`config.mk`:
```
export PLATFORM = sky130hd
export DESIGN_NAME = go_screen_ctrl_flat
export DESIGN_NICKNAME = d
export VERILOG_FILES = /design/src/rtl/go_screen_if.sv /design/src/rtl/go_screen_ctrl.sv /design/src/flat_wrapper.sv
export SDC_FILE = /design/constraint.sdc
export NUM_CORES = 1
export LEC_CHECK = 0
export ABC_AREA = 1
export BUFFER_PORTS_ARGS = -buffer_cell sky130_fd_sc_hd__buf_2
export CAP_MARGIN = 5
export CORE_MARGIN = 3
export CORE_UTILIZATION = 52
export DETAILED_ROUTE_END_ITERATION = 10
export PLACE_DENSITY = 0.78
export SETUP_SLACK_MARGIN = 0.4
export SYNTH_ARGS = -nofsm -noshare
export SYNTH_HDL_FRONTEND = slang
export SYNTH_SLANG_ARGS = --single-unit
```
`constraint.sdc`:
```
create_clock -name Clk -period 3 [get_ports Clk]
set_input_delay 0.3 -clock Clk [delete_from_list [all_inputs] [get_ports Clk]]
set_output_delay 0.3 -clock Clk [all_outputs]
set_load 0.03 [all_outputs]
```
`src/rtl/go_screen_if.sv`:
```
// Pixel, ROM, palette and status signals for the game-over overlay.
interface go_screen_if #(
    parameter int unsigned ADDR_W = 15
);
    logic              frame_start;
    logic              game_over;
    logic              restart;
    logic [9:0]        DrawX;
    logic [9:0]        DrawY;
    logic              blank;
    logic [ADDR_W-1:0] rom_addr;
    logic [5:0]        rom_data;
    logic [5:0]        pal_index;
    logic [3:0]        pal_red;
    logic [3:0]        pal_green;
    logic [3:0]        pal_blue;
    logic [3:0]        go_red;
    logic [3:0]        go_green;
    logic [3:0]        go_blue;
    logic              go_pixel_on;
    logic              go_active;
    logic              go_hold;
    logic              fade_done;

    // Environment side: video timing, requests, ROM and palette.
    modport master (
        output frame_start, game_over, restart, DrawX, DrawY, blank,
               rom_data, pal_red, pal_green, pal_blue,
        input  rom_addr, pal_index, go_red, go_green, go_blue,
               go_pixel_on, go_active, go_hold, fade_done
    );

    // Overlay controller side.
    modport slave (
        input  frame_start, game_over, restart, DrawX, DrawY, blank,
               rom_data, pal_red, pal_green, pal_blue,
        output rom_addr, pal_index, go_red, go_green, go_blue,
               go_pixel_on, go_active, go_hold, fade_done
    );
endinterface

```
`src/rtl/go_screen_ctrl.sv`:
```
// Game-over overlay: window scan, sprite ROM addressing, palette lookup and frame-timed fade.
module go_screen_ctrl #(
    parameter int unsigned IMG_W       = 240,
    parameter int unsigned IMG_H       = 80,
    parameter int unsigned X0          = 200,
    parameter int unsigned Y0          = 200,
    parameter int unsigned ADDR_W      = 15,
    parameter int unsigned FADE_FRAMES = 4,
    parameter int unsigned TRANSP_IDX  = 0
) (
    input  logic        Clk,
    input  logic        Reset,
    go_screen_if.slave  bus
);

    localparam int unsigned CNT_W   = (FADE_FRAMES > 1) ? $clog2(FADE_FRAMES) : 1;
    localparam int unsigned LVL_W   = 4;
    localparam logic [LVL_W-1:0] LVL_MAX = 4'd15;

    typedef enum logic [1:0] {
        IDLE     = 2'd0,
        FADE_IN  = 2'd1,
        HOLD     = 2'd2,
        FADE_OUT = 2'd3
    } state_t;

    state_t            state_q, state_d;
    logic [LVL_W-1:0]  level_q, level_d;
    logic [CNT_W-1:0]  frm_cnt_q, frm_cnt_d;
    logic              fade_done_q, fade_done_d;
    logic              go_active_q, go_active_d;
    logic              go_hold_q, go_hold_d;

    logic [ADDR_W-1:0] rom_addr_q, rom_addr_d;
    logic              v1_q, v1_d;
    logic              v2_q, v2_d;
    logic              go_pixel_on_q, go_pixel_on_d;
    logic [3:0]        go_red_q, go_red_d;
    logic [3:0]        go_green_q, go_green_d;
    logic [3:0]        go_blue_q, go_blue_d;

    logic [9:0]        dx_c, dy_c;
    logic              in_win_c;
    logic              step_c;
    logic [CNT_W-1:0]  cnt_adv_c;

    // Colour channel scaled by fade level; full level passes the colour untouched.
    function automatic logic [3:0] scale(input logic [3:0] c, input logic [LVL_W-1:0] lvl);
        logic [7:0] prod;
        prod = 8'(c) * 8'(lvl);
        return (lvl == LVL_MAX) ? c : prod[7:4];
    endfunction

    // S1 window test: unsigned wrap puts pixels left of / above the window out of range.
    always_comb begin
        dx_c       = bus.DrawX - 10'(X0);
        dy_c       = bus.DrawY - 10'(Y0);
        in_win_c   = (dx_c < 10'(IMG_W)) && (dy_c < 10'(IMG_H));
        rom_addr_d = in_win_c ? ADDR_W'(32'(dy_c) * IMG_W + 32'(dx_c)) : '0;
        v1_d       = in_win_c & bus.blank;
        v2_d       = v1_q;
    end

    // S3 colour stage: ownership and faded RGB, black when not owned.
    always_comb begin
        go_pixel_on_d = v2_q && (bus.rom_data != 6'(TRANSP_IDX)) &&
                        (level_q != '0) && (state_q != IDLE);
        go_red_d      = go_pixel_on_d ? scale(bus.pal_red,   level_q) : 4'd0;
        go_green_d    = go_pixel_on_d ? scale(bus.pal_green, level_q) : 4'd0;
        go_blue_d     = go_pixel_on_d ? scale(bus.pal_blue,  level_q) : 4'd0;
    end

    // Fade FSM next state; requests take priority over a coincident fade step.
    always_comb begin
        state_d     = state_q;
        level_d     = level_q;
        frm_cnt_d   = frm_cnt_q;
        fade_done_d = 1'b0;
        step_c      = bus.frame_start && (frm_cnt_q == CNT_W'(FADE_FRAMES - 1));
        cnt_adv_c   = !bus.frame_start ? frm_cnt_q :
                      (step_c ? '0 : frm_cnt_q + CNT_W'(1));
        case (state_q)
            IDLE: begin
                if (bus.game_over) begin
                    state_d   = FADE_IN;
                    level_d   = '0;
                    frm_cnt_d = '0;
                end
            end
            FADE_IN: begin
                if (bus.restart && !bus.game_over) begin
                    state_d   = FADE_OUT;
                    frm_cnt_d = '0;
                end else begin
                    frm_cnt_d = cnt_adv_c;
                    if (step_c) begin
                        if (level_q != LVL_MAX) level_d = level_q + LVL_W'(1);
                        if (level_q >= LVL_MAX - LVL_W'(1)) begin
                            state_d   = HOLD;
                            frm_cnt_d = '0;
                        end
                    end
                end
            end
            HOLD: begin
                level_d = LVL_MAX;
                if (bus.restart && !bus.game_over) begin
                    state_d   = FADE_OUT;
                    frm_cnt_d = '0;
                end
            end
            FADE_OUT: begin
                if (bus.game_over) begin
                    state_d   = FADE_IN;
                    frm_cnt_d = '0;
                end else begin
                    frm_cnt_d = cnt_adv_c;
                    if (step_c) begin
                        if (level_q != '0) level_d = level_q - LVL_W'(1);
                        if (level_q <= LVL_W'(1)) begin
                            state_d     = IDLE;
                            frm_cnt_d   = '0;
                            fade_done_d = 1'b1;
                        end
                    end
                end
            end
            default: begin
                state_d   = IDLE;
                level_d   = '0;
                frm_cnt_d = '0;
            end
        endcase
        go_active_d = (state_d != IDLE);
        go_hold_d   = (state_d == HOLD);
    end

    // FSM, fade and status registers.
    always_ff @(posedge Clk or posedge Reset) begin
        if (Reset) begin
            state_q     <= IDLE;
            level_q     <= '0;
            frm_cnt_q   <= '0;
            fade_done_q <= 1'b0;
            go_active_q <= 1'b0;
            go_hold_q   <= 1'b0;
        end else begin
            state_q     <= state_d;
            level_q     <= level_d;
            frm_cnt_q   <= frm_cnt_d;
            fade_done_q <= fade_done_d;
            go_active_q <= go_active_d;
            go_hold_q   <= go_hold_d;
        end
    end

    // Pixel pipeline registers.
    always_ff @(posedge Clk or posedge Reset) begin
        if (Reset) begin
            rom_addr_q    <= '0;
            v1_q          <= 1'b0;
            v2_q          <= 1'b0;
            go_pixel_on_q <= 1'b0;
            go_red_q      <= 4'd0;
            go_green_q    <= 4'd0;
            go_blue_q     <= 4'd0;
        end else begin
            rom_addr_q    <= rom_addr_d;
            v1_q          <= v1_d;
            v2_q          <= v2_d;
            go_pixel_on_q <= go_pixel_on_d;
            go_red_q      <= go_red_d;
            go_green_q    <= go_green_d;
            go_blue_q     <= go_blue_d;
        end
    end

    assign bus.rom_addr    = rom_addr_q;
    assign bus.pal_index   = bus.rom_data;
    assign bus.go_red      = go_red_q;
    assign bus.go_green    = go_green_q;
    assign bus.go_blue     = go_blue_q;
    assign bus.go_pixel_on = go_pixel_on_q;
    assign bus.go_active   = go_active_q;
    assign bus.go_hold     = go_hold_q;
    assign bus.fade_done   = fade_done_q;

endmodule

```
`src/flat_wrapper.sv`:
```
// flat-port wrapper written by rule: the top's interface ports become plain ports
module go_screen_ctrl_flat 
#(
    parameter int unsigned IMG_W       = 240,
    parameter int unsigned IMG_H       = 80,
    parameter int unsigned X0          = 200,
    parameter int unsigned Y0          = 200,
    parameter int unsigned ADDR_W      = 15,
    parameter int unsigned FADE_FRAMES = 4,
    parameter int unsigned TRANSP_IDX  = 0
)
  (Clk, Reset, bus_frame_start, bus_game_over, bus_restart, bus_DrawX, bus_DrawY, bus_blank, bus_rom_data, bus_pal_red, bus_pal_green, bus_pal_blue, bus_rom_addr, bus_pal_index, bus_go_red, bus_go_green, bus_go_blue, bus_go_pixel_on, bus_go_active, bus_go_hold, bus_fade_done);
  go_screen_if #(.ADDR_W(ADDR_W)) bus_i ();
  input  logic Clk;
  input  logic Reset;
  input wire logic [$bits(bus_i.frame_start)-1:0] bus_frame_start;
  input wire logic [$bits(bus_i.game_over)-1:0] bus_game_over;
  input wire logic [$bits(bus_i.restart)-1:0] bus_restart;
  input wire logic [$bits(bus_i.DrawX)-1:0] bus_DrawX;
  input wire logic [$bits(bus_i.DrawY)-1:0] bus_DrawY;
  input wire logic [$bits(bus_i.blank)-1:0] bus_blank;
  input wire logic [$bits(bus_i.rom_data)-1:0] bus_rom_data;
  input wire logic [$bits(bus_i.pal_red)-1:0] bus_pal_red;
  input wire logic [$bits(bus_i.pal_green)-1:0] bus_pal_green;
  input wire logic [$bits(bus_i.pal_blue)-1:0] bus_pal_blue;
  output wire logic [$bits(bus_i.rom_addr)-1:0] bus_rom_addr;
  output wire logic [$bits(bus_i.pal_index)-1:0] bus_pal_index;
  output wire logic [$bits(bus_i.go_red)-1:0] bus_go_red;
  output wire logic [$bits(bus_i.go_green)-1:0] bus_go_green;
  output wire logic [$bits(bus_i.go_blue)-1:0] bus_go_blue;
  output wire logic [$bits(bus_i.go_pixel_on)-1:0] bus_go_pixel_on;
  output wire logic [$bits(bus_i.go_active)-1:0] bus_go_active;
  output wire logic [$bits(bus_i.go_hold)-1:0] bus_go_hold;
  output wire logic [$bits(bus_i.fade_done)-1:0] bus_fade_done;
  assign bus_i.frame_start = bus_frame_start;
  assign bus_i.game_over = bus_game_over;
  assign bus_i.restart = bus_restart;
  assign bus_i.DrawX = bus_DrawX;
  assign bus_i.DrawY = bus_DrawY;
  assign bus_i.blank = bus_blank;
  assign bus_i.rom_data = bus_rom_data;
  assign bus_i.pal_red = bus_pal_red;
  assign bus_i.pal_green = bus_pal_green;
  assign bus_i.pal_blue = bus_pal_blue;
  assign bus_rom_addr = bus_i.rom_addr;
  assign bus_pal_index = bus_i.pal_index;
  assign bus_go_red = bus_i.go_red;
  assign bus_go_green = bus_i.go_green;
  assign bus_go_blue = bus_i.go_blue;
  assign bus_go_pixel_on = bus_i.go_pixel_on;
  assign bus_go_active = bus_i.go_active;
  assign bus_go_hold = bus_i.go_hold;
  assign bus_fade_done = bus_i.fade_done;
  go_screen_ctrl #(.IMG_W(IMG_W), .IMG_H(IMG_H), .X0(X0), .Y0(Y0), .ADDR_W(ADDR_W), .FADE_FRAMES(FADE_FRAMES), .TRANSP_IDX(TRANSP_IDX)) u_core (.Clk(Clk), .Reset(Reset), .bus(bus_i));
endmodule
```
# Word-level counts from Yosys, hierarchy flattened

Index checks and enable logic that the tools add are counted.

Register bits after elaboration: 41
Bits in latches: 0
Bits in writable memories: 0
Bits in read-only memories: 0
Output and inout port bits: 37
Logic and storage cells: 96
Memories: 0

Add/subtract/negate cells: 6
Multiply operators: 4
Div/mod/pow operators: 0
$lt $le $gt $ge: 4
Equal/unequal tests: 15
Shifts and indexed selects: 0
Muxes and demuxes: 39
Bitwise logic cells: 1
Reduce and logical (&&, ||, !) cells: 14

Operators with widths:

| kind                                                                          | number |
|---|---|
| 4-bit 2-to-1 mux                                                              | 13 |
| 2-bit 2-to-1 mux                                                              | 18 |
| 4-bit by 4-bit multiplier with 8-bit output                                   | 3 |
| 10-bit by 8-bit subtractor with 10-bit output, second input constant          | 2 |
| 2-bit one-hot mux with 4 select lines                                         | 2 |
| 4-bit one-hot mux with 4 select lines                                         | 1 |
| 15-bit by 10-bit adder with 15-bit output                                     | 1 |
| 15-bit 2-to-1 mux                                                             | 1 |
| 10-bit by 4-bit multiplier with 11-bit output, second input constant          | 1 |
| 10-bit by 7-bit less-than comparator with 1-bit output, second input constant | 1 |
| 10-bit by 8-bit less-than comparator with 1-bit output, second input constant | 1 |
| 2-bit by 1-bit != test with 1-bit output, second input constant               | 5 |
| 2-bit == test, second input constant                                          | 4 |
| 7-bit AND reduction                                                           | 1 |
| 1-bit logical AND                                                             | 6 |
| 2-bit != test, second input constant                                          | 3 |
| 6-bit nonzero test                                                            | 1 |
| 4-bit by 1-bit adder with 4-bit output, second input constant                 | 1 |
| 4-bit == test, second input constant                                          | 1 |
| 4-bit >= comparator, second input constant                                    | 1 |
| 4-bit by 1-bit <= comparator with 1-bit output, second input constant         | 1 |
| 1-bit 2-to-1 mux                                                              | 4 |
| 4-bit != test, second input constant                                          | 1 |
| 2-bit nonzero test                                                            | 2 |
| other kinds (8)                                                               | 8 |

# Longest topological paths before layout

Gate-level depths: netlist of run 1.

Depth after elaboration: 8
Mapped depth: 22
Mapped depth without buffers: 22

# Least setup slack after synthesis of run 1

OpenSTA, ideal clock, no wires.

Path kind: in2reg
From: in bus_DrawY[3]
To: reg u_core.rom_addr_q[14] (netlist: u_core.bus.rom_addr[14])
Setup time: 0.119 ns
Data arrival time: 3.326 ns
Slack: -0.445 ns
Stages: 18
Path buffers: 0
Path through: inv_1 -> ha_1 -> xnor2_1 -> ha_1 -> xnor2_1 -> fa_1 -> inv_1 -> ha_1 -> nand2_1 -> inv_1 -> nand4_1 -> nand3_1 -> xor2_1 -> nand2_1 -> nor2_1 -> nand3_1 -> nand2_1 -> nor2_1

Cells in the longest elaborated chain, start to end: 4

RTL lines:

| item                                                                                                                    | line                                       | text |
|---|---|---|
| start, declared                                                                                                         | flat_wrapper.sv:20                         | `input wire logic [$bits(bus_i.DrawY)-1:0] bus_DrawY;` |
| 10-bit by 8-bit subtractor with 10-bit output *                                                                         | go_screen_ctrl.sv:57                       | `dy_c = bus.DrawY - 10'(Y0);` |
| 10-bit by 4-bit multiplier with 11-bit output or 10-bit by 7-bit less-than comparator with 1-bit output (tied branches) | go_screen_ctrl.sv:59, go_screen_ctrl.sv:58 |  |
| 15-bit by 10-bit adder with 15-bit output or 1-bit logical AND (tied branches)                                          | go_screen_ctrl.sv:59, go_screen_ctrl.sv:58 |  |
| 15-bit 2-to-1 mux *                                                                                                     | go_screen_ctrl.sv:59                       | `rom_addr_d = in_win_c ? ADDR_W'(32'(dy_c) * IMG_W + 32'(dx_c)) : '0;` |
| net u_core.rom_addr_d[14]                                                                                               | go_screen_ctrl.sv:34                       | `logic [ADDR_W-1:0] rom_addr_q, rom_addr_d;` |
| end signal, assigned                                                                                                    | go_screen_ctrl.sv:168                      | `rom_addr_q <= rom_addr_d;` |
| end, declared                                                                                                           | go_screen_ctrl.sv:34                       |  |

Mark *: on every way through the listed nets, which the timed path passes. The rest lies on a longest branch.
A chain may end at the register's enable or synchronous reset.

# Worst setup path in the final report of run 1

Same ends and word-level chain as after synthesis.

==> results of run 1 <==
==> sequential cells by signal (all words and copies together), names as in the netlist <==
register	count
u_core.bus.go_pixel_on	1
u_core.v2_q	1
u_core.level_q	4
u_core.v1_q	1
u_core.bus.go_blue	4
u_core.frm_cnt_q	2
u_core.bus.go_red	4
u_core.bus.go_active	1
u_core.bus.go_green	4
u_core.bus.go_hold	1
u_core.bus.rom_addr	15
u_core.state_q	2
u_core.bus.fade_done	1
==> power by group through the flow <==
stage	logic, W	registers, W	clock network [W]
finish	0.00404	0.000670	0.000377
global route	0.00442	0.000676	0.000409
CTS	0.00356	0.000663	0.000385
detailed placement	0.00304	0.000689	0
global placement	0.00287	0.000686	0
floorplan	0.00223	0.000666	0
==> repair_timing <==
item,CTS,global route
pin swaps,19,34
gates resized for setup,37,36
endpoints found under the setup margin,19,19
setup buffers,23,6
hold endpoints to repair,0,0
==> layout by cell type (no fill, tap or decap), types with 3 or more instances in the layout <==
cell type / Yosys / routed
o21ai_1: 4 / 6
nand4_1: 11 / 11
a211oi_2: 0 / 3
dfrtp_1: 41 / 40
a21oi_2: 2 / 6
nor2_2: 12 / 12
a21oi_1: 26 / 20
nand2_4: 1 / 3
xor2_2: 0 / 4
ha_4: 0 / 17
buf_4: 9 / 73
inv_1: 147 / 136
o21ai_2: 1 / 3
a21o_1: 3 / 3
inv_2: 6 / 15
buf_6: 1 / 11
nor2_1: 47 / 45
nor2_4: 1 / 3
nand3_1: 28 / 24
fa_1: 21 / 20
nor3_1: 4 / 4
o211ai_1: 6 / 6
nand2_2: 5 / 24
nand2_1: 134 / 113
nand3b_1: 3 / 3
xor2_1: 17 / 13
clkbuf_8: 0 / 5
buf_2: 2 / 77
o21ai_0: 15 / 11
ha_1: 58 / 41
nand3_2: 1 / 5
==> critical path, delay by kind of cell <==
kind                     cells  cell delay (ns)
adder cells (fa/ha/maj)      4             1.56
AND/OR/NAND/NOR             12             0.97
buffers and inverters        6             0.42
XOR/XNOR                     1             0.14
==> stage by stage <==
step / power [W] / hold slack, ns / TNS (ns) / instance area, um2 / std cells
2_1_floorplan: 0.00289 / 0.331 / -0.443 / 4890 / 639
3_3_place_gp: 0.00356 / 0.333 / -1.75 / 5720 / 866
3_5_place_dp: 0.00373 / 0.340 / -2.46 / 5720 / 866
4_1_cts: 0.00460 / 0.0189 / -0.229 / 6170 / 897
5_1_grt: 0.00551 / 0.0347 / -1.28 / 6370 / 903
6_report: 0.00508 / -0.00449 / -0.529 / 6370 / 903
==> cell families after synthesis <==
kind of cell               share of synthesized area [%]
buffers and inverters                               14.5
xor gates and xnor gates                            4.33
AOI/OAI and AO/OA                                   9.27
muxes                                              0.215
DFF                                                 22.0
and+or+nand+nor                                     25.0
adders and majority gates                           24.6
==> metal layers <==
| layer | vias to the layer above | routed length (um) | share of wire [%] | GRT usage (%) |
|---|---|---|---|---|
| met5 | - | 0 | 0 | 0 |
| met4 | 0 | 570 | 4.6 | 12.3 |
| met3 | 55 | 561 | 4.5 | 2.49 |
| met2 | 167 | 6690 | 54 | 46.2 |
| met1 | 2211 | 4630 | 37 | 26.3 |
| li1 | 2288 | - | - | - |
==> path summary, 6_finish.rpt <==
path	end	from	depth (start not counted)
setup / recovery	u_core.bus.rom_addr[14]	bus_DrawY[3]	23
hold / removal	u_core.bus.rom_addr[2]	Reset	2
setup reg to reg	u_core.bus.go_blue[1]	u_core.level_q[2]	12
hold reg to reg	u_core.v2_q	u_core.v1_q	0
max in group asynchronous	u_core.level_q[1]	Reset	3
min in group Clk	u_core.bus.rom_addr[3]	bus_DrawX[3]	2
==> Yosys cell counts, drive strengths merged, types with 3 or more instances <==
cell type and instances:
nand3b 3, nand3 30, a211oi 4, xnor2 6, inv 153, nor3b 3, xor2 17, fa 21
o211ai 6, buf 12, dfrtp 41, nand4 12, a21oi 28, nand2 140, a21o 3, o21ai 20
nor2 60, ha 58, nor3 4
==> area by class of cell <==
cell class / instances / area (um2) / area share, %
multi-input cells: 430 / 3410 / 53.5
repair buffers: 165 / 1130 / 17.7
flip-flops and latches: 41 / 1030 / 16.1
inverters: 154 / 582 / 9.13
well taps: 105 / 131 / 2.06
clock buffers: 5 / 68.8 / 1.08
clock inverters: 3 / 22.5 / 0.354
==> flow_results.org, run 1 <==
** Outcome
- Status :: finished with violations
- The checks that failed: negative hold slack, negative setup slack.

** CTS
- Hold repair after CTS inserted 0 buffers.
- Counting every sink on the clock net gives 41.
- Root buffer cell :: clkbuf_8
- Clock tree from TritonCTS :: yes
- Counting the buffers created by CTS gives 5.
- Number of H-tree levels :: 2
- The later pin in the worst-skew pair is clocked with a latency of approximately 0.3 ns.
- The clock passes through at most 2 buffers.
- Clock-pin slew was measured on the worst setup and hold paths at around 0.09 ns.

** GRT
- The total overflow left after global routing is 0.
- Entering global routing, the biggest net connects 23 pins.
- For this run, the total global-route usage over all layers was measured as ~24%.
- Antenna violations before repair :: 0
- The first global-routing pass estimated approximately 20 mm of wire.
- Number of global-route vias before repair :: ~4900

** Timing
- The final max-slew violation count came to 0.
- Slew headroom :: 54.4%
- The total count of hold-check failures in the final report is 2.
- Setup violations remaining at the end of the flow were counted as 5.
- After layout, the worst path uses 107% of the clock period.
- Clock skew on the completed layout was measured at around 0.0067 ns.
- Tightest Pin Transition :: between 0.6 and 0.7 ns
- Maximum frequency from static timing analysis :: between 300 and 400 MHz
- Setup repair after global routing could not meet its margin everywhere.
- In the post-route analysis, the smallest setup slack over all paths is -0.197 ns.
- Hold timing on the final database bottoms out at a slack of -0.00449 ns.
- Time the final worst path needs with I/O delays and setup :: around 3.2 ns

** Synth
- The most used flip-flop cell after synthesis is dfrtp_1.
- Top cells by area in the synthesized netlist :: dfrtp_1 22%, ha_1 16%, inv_1 12%, nand2_1 11%, fa_1 9.0%
- Counting distinct cell types in the post-synthesis netlist gives between 40 and 50.
- Syn nets :: 762
- Number of standard cells after synthesis :: 639
- Yosys warning total :: 0
- Of all flip-flops after synthesis, the portion carrying an async set or reset was between 90% and 100%.
- Cell type with the highest aggregate area in the netlist :: dfrtp_1
- Of the post-synthesis cell area, the dominant cell type holds roughly 22%.
- Total of flip-flops plus latches after synthesis :: just over 40
- Sequential elements use roughly 22% of the synthesized area.
- Post-synth EDFFs :: 0
- Total standard cell area after synthesis :: approximately 4700 um2
- After synthesis, the mean cell area works out to ~7.3 um2.

** Detailed routing
- Via/cell ratio :: between 5 and 6
- The first detailed-routing pass ran for 7 iterations.
- For this block, the routed nets add up to around 12 mm of wire.
- The count of nets left with antenna violations once routing finished came out at 0.
- Violation count after the first detailed-routing iteration :: approximately 220
- DR WL/cell :: between 10 and 15 um
- Count of unresolved DRC violations after routing :: 0
- Vias post-DR :: between 4000 and 5000

** Critical path
- For the worst setup path, the data arrival time is about 3.4 ns.
- For this design, the slowest cell found on the critical path is fa_1.
- Crit path max fanout :: 3
- By startpoint and endpoint, the worst setup path is classified as in -> reg.
- In this design, the stage delay of the slowest critical-path cell is between 0.5 and 0.6 ns.
- STA classifies the critical path startpoint as an input pin.
- Setup slack on the worst reg-to-reg path comes out at ~0.27 ns.
- Ordered cell list for the critical path :: buf_8, clkinvlp_4, fa_1, inv_1, fa_1, inv_2, ha_4, nand3_2, nand3_2, xor2_1, inv_1, ha_4, nand2_2, inv_2, nand4_1, nand3_2, nand2_2, nor2_4, nand2_2, nor2_2, nand3_1, nand2_1, nor2_1
- Required time of the critical path :: ~3.2 ns
- Critical path endpoint category :: flop

** Die
- Measured along the y axis, the die boundary spans slightly above 100 um.
- between 80 and 90 I/O pins were placed.
- Standard cell core area :: approximately 8500 um2
- The die covers between 10000 and 15000 um2.
- # rows :: 33
- Measured along the x axis, the die boundary spans around 100 um.
- Starting density of the core :: a little under three fifths

** Power and ir drop
- Cell-internal power :: 0.00268 W
- Summed over all nets, the switching power comes to approximately 0.0024 W.
- The clock network accounts for under 10% of the total power.
- Peak supply drop :: around 390 uV
- Per report_power, the sequential group accounts for 13.2% of the total.
- Combinational power share :: about four fifths
- Of the total power, the share spent switching nets is 47.3%.
- For this design the ratio of total power to cell area is 798 nW/um2.
- Lkg Pwr :: 3.77 nW

** Place
- Routability-driven placement finished with a final weighted congestion of 0.873.
- Buffers on Ports :: 80
- Once detailed placement completed, the half-perimeter wirelength came to 9.10 mm.
- Worst slack at placement :: -0.603 ns

** Run
- The tool flagged a number of max-cap violations equal to 0.

** Cells and area
- Ant. Diodes :: 0
- Fill cells in the final layout number between 500 and 600.
- Layout Utilization :: about 75%
- Share of final-layout standard cells stronger than drive strength 1 :: a little over a third
- Count of nets after finishing :: 920
- Layout overhead on the synthesized area :: 36.8%

** Min path
- Tightest Hold Check Type :: in -> async
Note: power is estimated with default switching activity, not from simulation.
==> inputs of run 2 (changes only) <==
==> constraint.sdc (replaced) <==
create_clock -name Clk -period 3 [get_ports Clk]
set_input_delay 0.45 -clock Clk [delete_from_list [all_inputs] [get_ports Clk]]
set_output_delay 0.45 -clock Clk [all_outputs]
set_load 0.03 [all_outputs]
==> flow_results.org, run 2 (synthesis gave the netlist of run 1 again) <==
** Critical path
- The register-to-register setup slack was 0.14 ns (-0.13 ns).
- The length in cells of the worst reg-to-reg path was 15 (+3).
- Data arrival time at the worst-slack endpoint :: 3.55 ns (+0.16 ns)
- Launching element type of the critical path :: input pin
- Largest stage delay on the critical path :: 0.53 ns (+0.02 ns)
- Critical Setup Path Class :: in -> reg
- The critical path buffer and inverter count was 6 (unchanged).
- The critical path required time was 3.20 ns (about the same).
- The worst setup path is captured at a flop.
- The critical path depth came to 23 (unchanged).
- Crit path max-delay cell type :: fa_1
- Top cell family by delay on the critical path :: adder cells
- The highest net fanout along the worst path is 3 (unchanged).
- Traced cell by cell, the critical path runs through buf_8, clkinvlp_4, fa_1, inv_2, fa_1, inv_2, ha_4, nand3_2, nand3_2, xor2_1, inv_1, ha_4, nand2_2, inv_2, nand4_1, nand3_2, nand2_4, nor2_4, nand2_2, nor2_2, nand3_1, nand2_1, nor2_1.

** Cells and area
- Leading cell types in the layout, fill and taps excluded :: 141 x inv_1, 123 x nand2_1, 78 x buf_2
- Final Cell Area :: 5980 um2 (-6.0%)
- Layout Utilization :: 70.7% (-4.6 points)
- The area taken by multi-input logic gates is 3270 um2 (-4.1%).
- Number of flip-flops under the largest register name :: 15 (unchanged)
- Leaving out fill and tap cells, the most frequent cell in the layout is inv_1.
- The final net count is 896 (-2.6%).
- Relative to the synthesized area, the layout overhead comes to 28.5%.
- The diode insertion count for antenna repair was 0 (unchanged).
- Fill cell count :: 676 (+16%)
- The fraction of layout cells with a size suffix above 1 came to 30.4% (-5.2 points).
- The footprint of the flip-flops and latches was 1030 um2 (unchanged).

** Place
- The worst slack at placement came to -0.723 ns (-0.120 ns).
- HPWL after detailed placement :: 9.19 mm (+0.99%)
- The global placement routability congestion is 0.889 (+1.8%).
- Post-detailed-placement cell area :: 5730 um2 (+0.13%)
- Buffers on Ports :: 80 (unchanged)

** Die
- The area of the die was 10100 um2 (unchanged).
- The floorplan core area is 8460 um2 (unchanged).
- Chip Width :: 101 um (unchanged)
- The y dimension of the die is 101 um (unchanged).
- # rows :: 33 (unchanged)
- I/O pin count :: 81 (unchanged)
- Starting density of the core :: 55.0% (unchanged)

** Timing
- Final setup slack of the worst path :: -0.355 ns (-0.158 ns)
- The final critical-path share of the clock period is 112% (+5.3 points).
- RSZ-0062 raised after global routing :: yes
- Maximum frequency from static timing analysis :: 298 MHz (-4.7%)
- Worst Skew :: 0.00363 ns (-0.00304 ns)
- The total count of hold-check failures in the final report was 0 (-2).
- Min Hold Slack :: 0.328 ns (+0.332 ns)
- The final-report setup violation count was 6 (+1).
- Slew headroom :: 40.6% (-14 points)
- The final max-slew violation count came to 0 (unchanged).
- The clock period minus worst slack was 3.36 ns (+0.158 ns).
- The slew at the pin closest to its max-slew limit is 0.891 ns (+0.211 ns).

** GRT
- Number of global-route vias before repair :: 4523 (-6.8%)
- Total routing resource utilization after global routing :: 22.6% (-1.7 points)
- Maximum number of pins on one net before global-route repair :: 25 (+8.7%)
- Residual overflow from global routing :: 0 (unchanged)
- The first-pass GRT wire length is 19.0 mm (-6.5%).
- Antenna violations before repair :: 0 (unchanged)

** Detailed routing
- The routed wire length per instance is 12.6 um (-8.9%).
- The antenna violation net count after detailed routing was 0 (unchanged).
- The via count of the routed design was 4453 (-5.7%).
- Via/cell ratio :: 5.07 (-3.1%)
- The overall routed net length came to 11.0 mm (-11%).
- Count of TritonRoute iterations in the first routing pass :: 5 (-2)
- The first-iteration detailed-routing DRC count is 158 (-27%).
- Count of unresolved DRC violations after routing :: 0 (unchanged)

** CTS
- The clock slew seen by the registers of the worst setup and hold paths came to 0.09 ns (about the same).
- The maximum clock insertion buffer count came to 2 (unchanged).
- Post-CTS Hold Buffers :: 0 (unchanged)
- The tree is rooted in a clkbuf_8.
- TritonCTS built the clock tree.
- The clock sink count was 41 (unchanged).
- Number of H-tree levels :: 2 (unchanged)
- The clock insertion delay at the later pin of the skew report is 0.30 ns (about the same).
- The total clock buffers created by CTS is 5 (unchanged).

** Outcome
- The run finished, with violations left.
- The checks that failed: negative setup slack.

** Power and ir drop
- Lkg Pwr :: 3.63 nW (-3.8%)
- The peak ir drop on the vdd network came to 342 uV (-12%).
- Power per cell area :: 729 nW/um2 (-8.7%)
- The overall power of the completed layout was 0.00436 W (-14%).

** Run
- Max-cap check violation count :: 0 (unchanged)

** Min path
- Tightest Hold Check Type :: in -> async
==> run 2: what timing repair did <==
| item | CTS | global route |
|---|---|---|
| buffers inserted | 3 | 2 |
| pin swaps | 17 | 18 |
| endpoints found under the setup margin | 18 | 20 |
| gates resized for setup | 14 | 16 |
==> run 2: final timing paths <==
kind	start	endpoint
max	bus_DrawY[3]	u_core.bus.rom_addr[14]
min	Reset	u_core.bus.go_blue[0]
max reg2reg	u_core.level_q[1]	u_core.bus.go_red[2]
min reg2reg	u_core.v1_q	u_core.v2_q
max in group asynchronous	Reset	u_core.bus.go_green[3]
min in group Clk	bus_DrawX[3]	u_core.bus.rom_addr[3]
==> run 2: final cells by class <==
| type | instances | share of cell area [%] |
|---|---|---|
| Clock buffer | 5 | 1.15 |
| Multi-Input combinational cell | 430 | 54.7 |
| Sequential cell | 41 | 17.2 |
| Inverter | 154 | 9.72 |
| Timing Repair Buffer | 141 | 14.7 |
| Tap cell | 105 | 2.20 |
| Clock inverter | 3 | 0.355 |
==> run 2: routing by layer <==
| layer | part of all wire (%) | vias up | global-route usage (%) | routed length, um |
|---|---|---|---|---|
| li1 | - | 2245 | - | - |
| met1 | 38 | 2063 | 24.7 | 4230 |
| met2 | 56 | 122 | 45.1 | 6150 |
| met3 | 3.9 | 23 | 1.73 | 429 |
| met4 | 2.0 | 0 | 7.46 | 226 |
| met5 | 0 | - | 0 | 0 |
==> run 2: stage by stage <==
stage               TNS (ns)  std cells
finish                 -1.38        879
global route           -2.70        879
CTS                    -1.18        877
detailed placement     -3.52        866
global placement       -3.02        866
floorplan              -1.13        639
==> run 2: where the power goes <==
group          switching [W]  internal, W
Sequential         0.0000882     0.000600
Combinational        0.00181      0.00148
Clock               0.000212     0.000165
Total                0.00211      0.00225
